===== config.mk =====
export PLATFORM = sky130hd
export DESIGN_NAME = sa_drain_collector
export DESIGN_NICKNAME = d
export VERILOG_FILES = /design/src/rtl/sa_pkg.sv /design/src/rtl/sa_sync_fifo.sv /design/src/rtl/sa_drain_collector.sv
export SDC_FILE = /design/constraint.sdc
export NUM_CORES = 2
export LEC_CHECK = 0
export ABC_AREA = 1
export CORE_ASPECT_RATIO = 1.1
export CORE_MARGIN = 5
export CORE_UTILIZATION = 40
export CTS_CLUSTER_SIZE = 12
export DETAILED_ROUTE_END_ITERATION = 10
export HOLD_SLACK_MARGIN = 0.02
export PLACE_DENSITY_LB_ADDON = 0.25
export SLEW_MARGIN = 10
export SYNTH_ARGS = -nofsm -noshare
export SYNTH_HDL_FRONTEND = slang
export SYNTH_SLANG_ARGS = --single-unit

===== constraint.sdc =====
create_clock -name clk -period 6.8 [get_ports clk]
set_input_delay 2.04 -clock clk [delete_from_list [all_inputs] [get_ports clk]]
set_output_delay 2.04 -clock clk [all_outputs]
set_load 0.1 [all_outputs]

===== src/rtl/sa_pkg.sv =====
// Shared constants and drain FSM state encoding for the systolic-array result path.
package sa_pkg;

    localparam int SA_SIDE     = 8;
    localparam int SA_ACC_BITS = 32;

    typedef enum logic [1:0] {
        IDLE,
        WAIT_SPACE,
        REQ,
        CAPTURE
    } drain_state_e;

endpackage


===== src/rtl/sa_sync_fifo.sv =====
// First-word-fall-through synchronous FIFO; head visible one cycle after the write edge.
// Pushes into a full FIFO and pops from an empty one are ignored.
module sa_sync_fifo #(
    parameter int WIDTH = 33,
    parameter int DEPTH = 64
) (
    input  logic             clk,
    input  logic             rstn,
    input  logic             push,
    input  logic [WIDTH-1:0] wdat,
    input  logic             pop,
    output logic [WIDTH-1:0] rdat,
    output logic             full,
    output logic             empty
);

    localparam int AW = $clog2(DEPTH);

    logic [WIDTH-1:0] mem_q [DEPTH];
    logic [AW-1:0]    wr_ptr_q, wr_ptr_d;
    logic [AW-1:0]    rd_ptr_q, rd_ptr_d;
    logic [AW:0]      cnt_q, cnt_d;
    logic             do_push, do_pop;

    assign full    = (cnt_q == (AW+1)'(DEPTH));
    assign empty   = (cnt_q == '0);
    assign do_push = push && !full;
    assign do_pop  = pop && !empty;
    assign rdat    = mem_q[rd_ptr_q];

    always_comb begin
        wr_ptr_d = wr_ptr_q;
        rd_ptr_d = rd_ptr_q;
        cnt_d    = cnt_q;
        if (do_push) wr_ptr_d = wr_ptr_q + AW'(1);
        if (do_pop)  rd_ptr_d = rd_ptr_q + AW'(1);
        case ({do_push, do_pop})
            2'b10:   cnt_d = cnt_q + (AW+1)'(1);
            2'b01:   cnt_d = cnt_q - (AW+1)'(1);
            default: cnt_d = cnt_q;
        endcase
    end

    always_ff @(posedge clk or negedge rstn) begin
        if (!rstn) begin
            wr_ptr_q <= '0;
            rd_ptr_q <= '0;
            cnt_q    <= '0;
        end else begin
            wr_ptr_q <= wr_ptr_d;
            rd_ptr_q <= rd_ptr_d;
            cnt_q    <= cnt_d;
        end
    end

    // Storage needs no reset: contents are only observable through the pointers.
    always_ff @(posedge clk) begin
        if (do_push) mem_q[wr_ptr_q] <= wdat;
    end

endmodule


===== src/rtl/sa_drain_collector.sv =====
// Requests one array drain per tile, buffers the unflowcontrolled words, replays them on valid/ready.
// Capture-to-output latency 1 cycle; m_tready stalls only the output side, the FIFO absorbs the drain.
module sa_drain_collector
    import sa_pkg::*;
#(
    parameter int SIDE     = SA_SIDE,
    parameter int ACC_BITS = SA_ACC_BITS
) (
    input  logic                clk,
    input  logic                rstn,
    input  logic                tile_done,
    output logic                c_drain_req,
    input  logic                c_busy,
    input  logic                c_valid,
    input  logic [ACC_BITS-1:0] c_data,
    input  logic                c_last,
    output logic                m_tvalid,
    input  logic                m_tready,
    output logic [ACC_BITS-1:0] m_tdata,
    output logic                m_tlast,
    output logic                busy,
    output logic                err_proto,
    input  logic                clear_err
);

    localparam int              TILE     = SIDE * SIDE;
    localparam int              CW       = $clog2(TILE) + 1;
    localparam logic [CW-1:0]   LAST_IDX = CW'(TILE - 1);

    drain_state_e      state_q, state_d;
    logic [CW-1:0]     cnt_q, cnt_d;
    logic              pend_q, pend_d;
    logic              err_q, err_d;
    logic              new_err, word_last, at_end;

    logic              fifo_push, fifo_pop, fifo_full, fifo_empty;
    logic [ACC_BITS:0] fifo_wdat, fifo_rdat;
    logic              pop_last;
    logic              unused_ok;

    assign fifo_pop  = m_tvalid && m_tready;
    // Only one tile is ever buffered, so popping a last-flagged word empties the FIFO.
    assign pop_last  = fifo_pop && fifo_rdat[ACC_BITS];
    assign at_end    = (cnt_q == LAST_IDX);
    assign unused_ok = c_busy ^ fifo_full;

    always_comb begin
        state_d     = state_q;
        cnt_d       = cnt_q;
        pend_d      = pend_q;
        new_err     = 1'b0;
        word_last   = 1'b0;
        fifo_push   = 1'b0;
        fifo_wdat   = {c_last, c_data};
        c_drain_req = 1'b0;

        if (tile_done && state_q != IDLE) begin
            if (pend_q) new_err = 1'b1;
            else        pend_d  = 1'b1;
        end
        if (c_valid && state_q != CAPTURE) new_err = 1'b1;

        case (state_q)
            IDLE: begin
                if (tile_done || pend_q) begin
                    pend_d  = 1'b0;
                    if (tile_done && pend_q) new_err = 1'b1;
                    state_d = fifo_empty ? REQ : WAIT_SPACE;
                end
            end
            WAIT_SPACE: begin
                if (fifo_empty || pop_last) state_d = REQ;
            end
            REQ: begin
                c_drain_req = 1'b1;
                cnt_d       = '0;
                state_d     = CAPTURE;
            end
            CAPTURE: begin
                if (c_valid) begin
                    word_last = c_last || at_end;
                    fifo_push = 1'b1;
                    fifo_wdat = {word_last, c_data};
                    cnt_d     = cnt_q + CW'(1);
                    if (c_last != at_end) new_err = 1'b1;
                    if (word_last) state_d = IDLE;
                end
            end
            default: state_d = IDLE;
        endcase

        err_d = new_err ? 1'b1 : (clear_err ? 1'b0 : err_q);
    end

    always_ff @(posedge clk or negedge rstn) begin
        if (!rstn) begin
            state_q <= IDLE;
            cnt_q   <= '0;
            pend_q  <= 1'b0;
            err_q   <= 1'b0;
        end else begin
            state_q <= state_d;
            cnt_q   <= cnt_d;
            pend_q  <= pend_d;
            err_q   <= err_d;
        end
    end

    sa_sync_fifo #(
        .WIDTH (ACC_BITS + 1),
        .DEPTH (TILE)
    ) u_fifo (
        .clk   (clk),
        .rstn  (rstn),
        .push  (fifo_push),
        .wdat  (fifo_wdat),
        .pop   (fifo_pop),
        .rdat  (fifo_rdat),
        .full  (fifo_full),
        .empty (fifo_empty)
    );

    assign m_tvalid  = !fifo_empty;
    assign m_tdata   = fifo_empty ? '0 : fifo_rdat[ACC_BITS-1:0];
    assign m_tlast   = !fifo_empty && fifo_rdat[ACC_BITS];
    assign busy      = (state_q != IDLE) || !fifo_empty || pend_q;
    assign err_proto = err_q;

endmodule


==> results.json <==
{
  "run_status": "finished, final reports clean",
  "synthesis.instances": 6394,
  "switchingPower_uw": 16100,
  "drv.max_cap_violation_count": 0,
  "place.gp.congestion": 0.775,
  "row_count": 177,
  "tmin_final_ns": 6.60,
  "cell_internal_pwr_uw": 25000,
  "numCtsBuffers": 210,
  "post-cts-setup-buffers": 0,
  "fill_cells": 18636,
  "vias": 53660,
  "yosys_register_bits": 2142,
  "reg2reg_from": "state_q[1]",
  "route.detailed.vias_per_inst": 5.76,
  "rsz0062_at_grt": "no",
  "clk-insertion-delay-late_ns": 0.85,
  "postSynthNetCount": 6445,
  "dp.final_hpwl_um": 127000,
  "critical_path_end": "m_tdata[18]",
  "post_synth.cell_area_avg_um2": 13.2,
  "crit_path_start": "u_fifo.rd_ptr_q[0]",
  "start_util_pct": 40.1,
  "grt-ovfl-total": 0,
  "htreeDepth": 4,
  "period_share_pct": 97.1,
  "share_of_power_burned_in_registers_pct": 36.2,
  "worstSetupEndpointType": "primary output",
  "power_density_mw_per_mm2": 430,
  "syn-cell-area_mm2": 0.0846,
  "post-route-drc-count": 0,
  "chipWidth_um": 449,
  "top_level_ports": 77,
  "post_drt_wl_per_cell_um": 26.6,
  "ys_warnings": 0,
  "ctsHoldBuffers": 0,
  "area.growth.synth_to_final_pct": 13.0,
  "detail_route.iter0.violations": 6259,
  "cts-root-to-sink-buffers": 3,
  "timing.fmax_mhz": 151,
  "hold_violations": 0,
  "share_of_layout_cells_above_drive_strength_1_pct": 8.72,
  "root_buffer_cell": "sky130_fd_sc_hd__clkbuf_16",
  "grt_start_max_net_pins": 208,
  "fin_worst_skew_ns": 0.0204,
  "timing.critical_path.from_type": "register",
  "yosysSeqAreaShare_pct": 75.8,
  "final-max-slew-violation-count": 0,
  "floorplan.die_area_mm2": 0.221,
  "cts_repair_resize_count": 0,
  "worst-r2r-setup-slack_ns": 2.82,
  "timing.setup.critical_path_class": "register to primary output",
  "cts.sink_count": 2142,
  "via_count_of_the_first_global_routing_pass": 50704,
  "drt_pre_antenna_iters": 5,
  "core_area_mm2": 0.211,
  "fin_setup_tns_ns": 0,
  "timing.critical_path.arrival_ns": 4.56,
  "nNetsFinal": 6463,
  "synth_cell_type_count": 29,
  "clock_transition_at_the_register_clock_pins_on_the_worst_setup_and_hold_paths_after_cts_ns": 0.06,
  "power.combinational.fraction_pct": 38.1,
  "routed_wirelength_um": 248000,
  "hold_class": "register to register",
  "grt_usage_pct": 21.7,
  "antenna_found_initial": 21,
  "grt_pass1_wl_um": 356000,
  "cts_tree": "built",
  "slew-limit-headroom_pct": 17.2,
  "tightest_slew_ns": 1.24,
  "swShare_pct": 39.2,
  "die_h_um": 492,
  "terminus_of_the_critical_flop_to_flop_path": "u_fifo.mem_q[23][9]",
  "setup_violations": 0,
  "power.share.clock_pct": 25.7,
  "crit_fanout": 149,
  "io_buffers": 75,
  "hold_slack_ns": 0.495,
  "worst_ep_required_time_ns": 4.76,
  "timing.reg2reg.worst_path_depth": 8,
  "vdd_ir_drop_max_v": 0.000785,
  "leakage_uw": 0.0300,
  "detail-route-antenna-nets": 0
}
cells in the final DEF, fill, tap and decap left out, types with 63 or more instances in the layout:
| cell type | n |
|---|---|
| sky130_fd_sc_hd__edfxtp_1 | 2112 |
| sky130_fd_sc_hd__nor2_1 | 1247 |
| sky130_fd_sc_hd__o21ai_0 | 920 |
| sky130_fd_sc_hd__nand2_1 | 303 |
| sky130_fd_sc_hd__nand3_1 | 301 |
| sky130_fd_sc_hd__o22ai_1 | 264 |
| sky130_fd_sc_hd__clkbuf_16 | 213 |
| sky130_fd_sc_hd__o211ai_1 | 198 |
| sky130_fd_sc_hd__o21ai_1 | 151 |
| sky130_fd_sc_hd__a21oi_1 | 143 |
| sky130_fd_sc_hd__buf_4 | 113 |
| sky130_fd_sc_hd__buf_12 | 104 |
| sky130_fd_sc_hd__inv_1 | 63 |
| sky130_fd_sc_hd__nor2_4 | 63 |
through the flow:
step / instance area, um2 / power [uW] / cells / util (%) / setup WS [ns]
5_1_grt: 95600 / 43000 / 9310 / 45.3 / 0.0511
3_3_place_gp: 89500 / 30600 / 8974 / 42.4 / 0.833
3_5_place_dp: 89500 / 30700 / 8974 / 42.4 / 0.815
6_report: 95600 / 41100 / 9317 / 45.3 / 0.195
2_1_floorplan: 84600 / 25100 / 6394 / - / 1.29
4_1_cts: 95500 / 41200 / 9308 / 45.3 / 0.234
synthesized netlist by cell type:
| cell type | count | area share [%] |
|---|---|---|
| sky130_fd_sc_hd__a21oi_1 | 143 | 0.85 |
| sky130_fd_sc_hd__ha_1 | 11 | 0.16 |
| sky130_fd_sc_hd__buf_4 | 56 | 0.50 |
| sky130_fd_sc_hd__clkinv_1 | 2 | 0.0089 |
| sky130_fd_sc_hd__nand3b_1 | 1 | 0.0089 |
| sky130_fd_sc_hd__nor2_1 | 1310 | 5.8 |
| sky130_fd_sc_hd__nor3_2 | 1 | 0.012 |
| sky130_fd_sc_hd__o21ai_1 | 151 | 0.89 |
| sky130_fd_sc_hd__o211ai_1 | 198 | 1.8 |
| sky130_fd_sc_hd__buf_8 | 2 | 0.035 |
| sky130_fd_sc_hd__clkbuf_1 | 247 | 1.1 |
| sky130_fd_sc_hd__xor2_1 | 14 | 0.14 |
| sky130_fd_sc_hd__o22ai_1 | 264 | 2.0 |
| sky130_fd_sc_hd__o21bai_1 | 1 | 0.0089 |
| sky130_fd_sc_hd__o21ai_0 | 921 | 5.4 |
| sky130_fd_sc_hd__buf_6 | 28 | 0.37 |
| sky130_fd_sc_hd__inv_1 | 67 | 0.30 |
| sky130_fd_sc_hd__buf_2 | 88 | 0.52 |
| sky130_fd_sc_hd__nand2_1 | 303 | 1.3 |
| sky130_fd_sc_hd__dfrtp_1 | 30 | 0.89 |
| sky130_fd_sc_hd__nand3_1 | 301 | 1.8 |
| sky130_fd_sc_hd__nor3_1 | 5 | 0.030 |
| sky130_fd_sc_hd__nand4_1 | 41 | 0.30 |
| sky130_fd_sc_hd__inv_2 | 2 | 0.0089 |
| sky130_fd_sc_hd__buf_12 | 1 | 0.024 |
| sky130_fd_sc_hd__xnor2_1 | 3 | 0.031 |
| sky130_fd_sc_hd__o221ai_1 | 62 | 0.64 |
| sky130_fd_sc_hd__buf_1 | 29 | 0.13 |
| sky130_fd_sc_hd__edfxtp_1 | 2112 | 75 |
power groups by stage:
stage / Combinational [uW] / Clock, uW / Sequential [uW]
5_1_grt: 16800 / 11300 / 14900
2_1_floorplan: 10100 / 0 / 15000
3_3_place_gp: 15500 / 0 / 15100
4_1_cts: 15600 / 10700 / 14900
3_5_place_dp: 15600 / 0 / 15100
6_report: 15700 / 10600 / 14900
layout make-up:
cell class / instances / area, um2 / share of cell area [%]
inverter: 71 / 304 / 0.318
sequential: 2142 / 64200 / 67.2
timing repair buffer: 257 / 3180 / 3.32
tap: 2774 / 3470 / 3.63
clock inverter: 55 / 377 / 0.394
antenna: 9 / 22.5 / 0.0236
clock buffer: 279 / 5630 / 5.89
multi-input combinational: 3730 / 18400 / 19.3
logic make-up (layout without fill, tap and decap cells):
| family | count (synthesis) | count (layout) | synth area share, % |
|---|---|---|---|
| AOI/OAI and AO/OA | 1740 | 1740 | 11.5 |
| and+or+nand+nor | 1962 | 1962 | 9.29 |
| buffers and inverters | 522 | 662 | 2.99 |
| xor gates and xnor gates | 17 | 17 | 0.176 |
| adders and majority gates | 11 | 11 | 0.163 |
| other | 0 | 9 | 0 |
| DFF | 2142 | 2142 | 75.8 |
layer usage:
| layer | share of wire [%] | GRT usage [%] |
|---|---|---|
| met5 | 0.025 | 0 |
| met4 | 3.4 | 7.64 |
| met3 | 7.2 | 3.45 |
| met2 | 49 | 36.3 |
| met1 | 41 | 29.1 |
registers in the layout, indices dropped and copies added, names as in the netlist:
name	cells
err_proto	1
u_fifo.wr_ptr_q	6
cnt_q	7
u_fifo.rd_ptr_q	6
pend_q	1
state_q	2
u_fifo.cnt_q	7
u_fifo.mem_q	2112
critical path, cell delays in order, from the launching register on:
cell and delay, ns:
sky130_fd_sc_hd__dfrtp_4 0.62, sky130_fd_sc_hd__inv_8 0.78, sky130_fd_sc_hd__buf_4 0.45, sky130_fd_sc_hd__o21ai_0 0.12, sky130_fd_sc_hd__o22ai_1 0.14, sky130_fd_sc_hd__a21oi_1 0.09, sky130_fd_sc_hd__nand3_1 0.15, sky130_fd_sc_hd__nand3_1 0.18
sky130_fd_sc_hd__a21oi_1 0.84, sky130_fd_sc_hd__buf_12 0.26
worst min-delay path by stage:
stage,start,to,slack [ns],depth (start not counted)
global route,cnt_q[5],cnt_q[5],0.53,1
detailed placement,cnt_q[5],cnt_q[5],0.49,1
finish,cnt_q[5],cnt_q[5],0.49,1
floorplan,cnt_q[5],cnt_q[5],0.46,1
global placement,cnt_q[5],cnt_q[5],0.48,1
CTS,cnt_q[5],cnt_q[5],0.50,1
No activity file was read; power rests on OpenSTA's default activity.
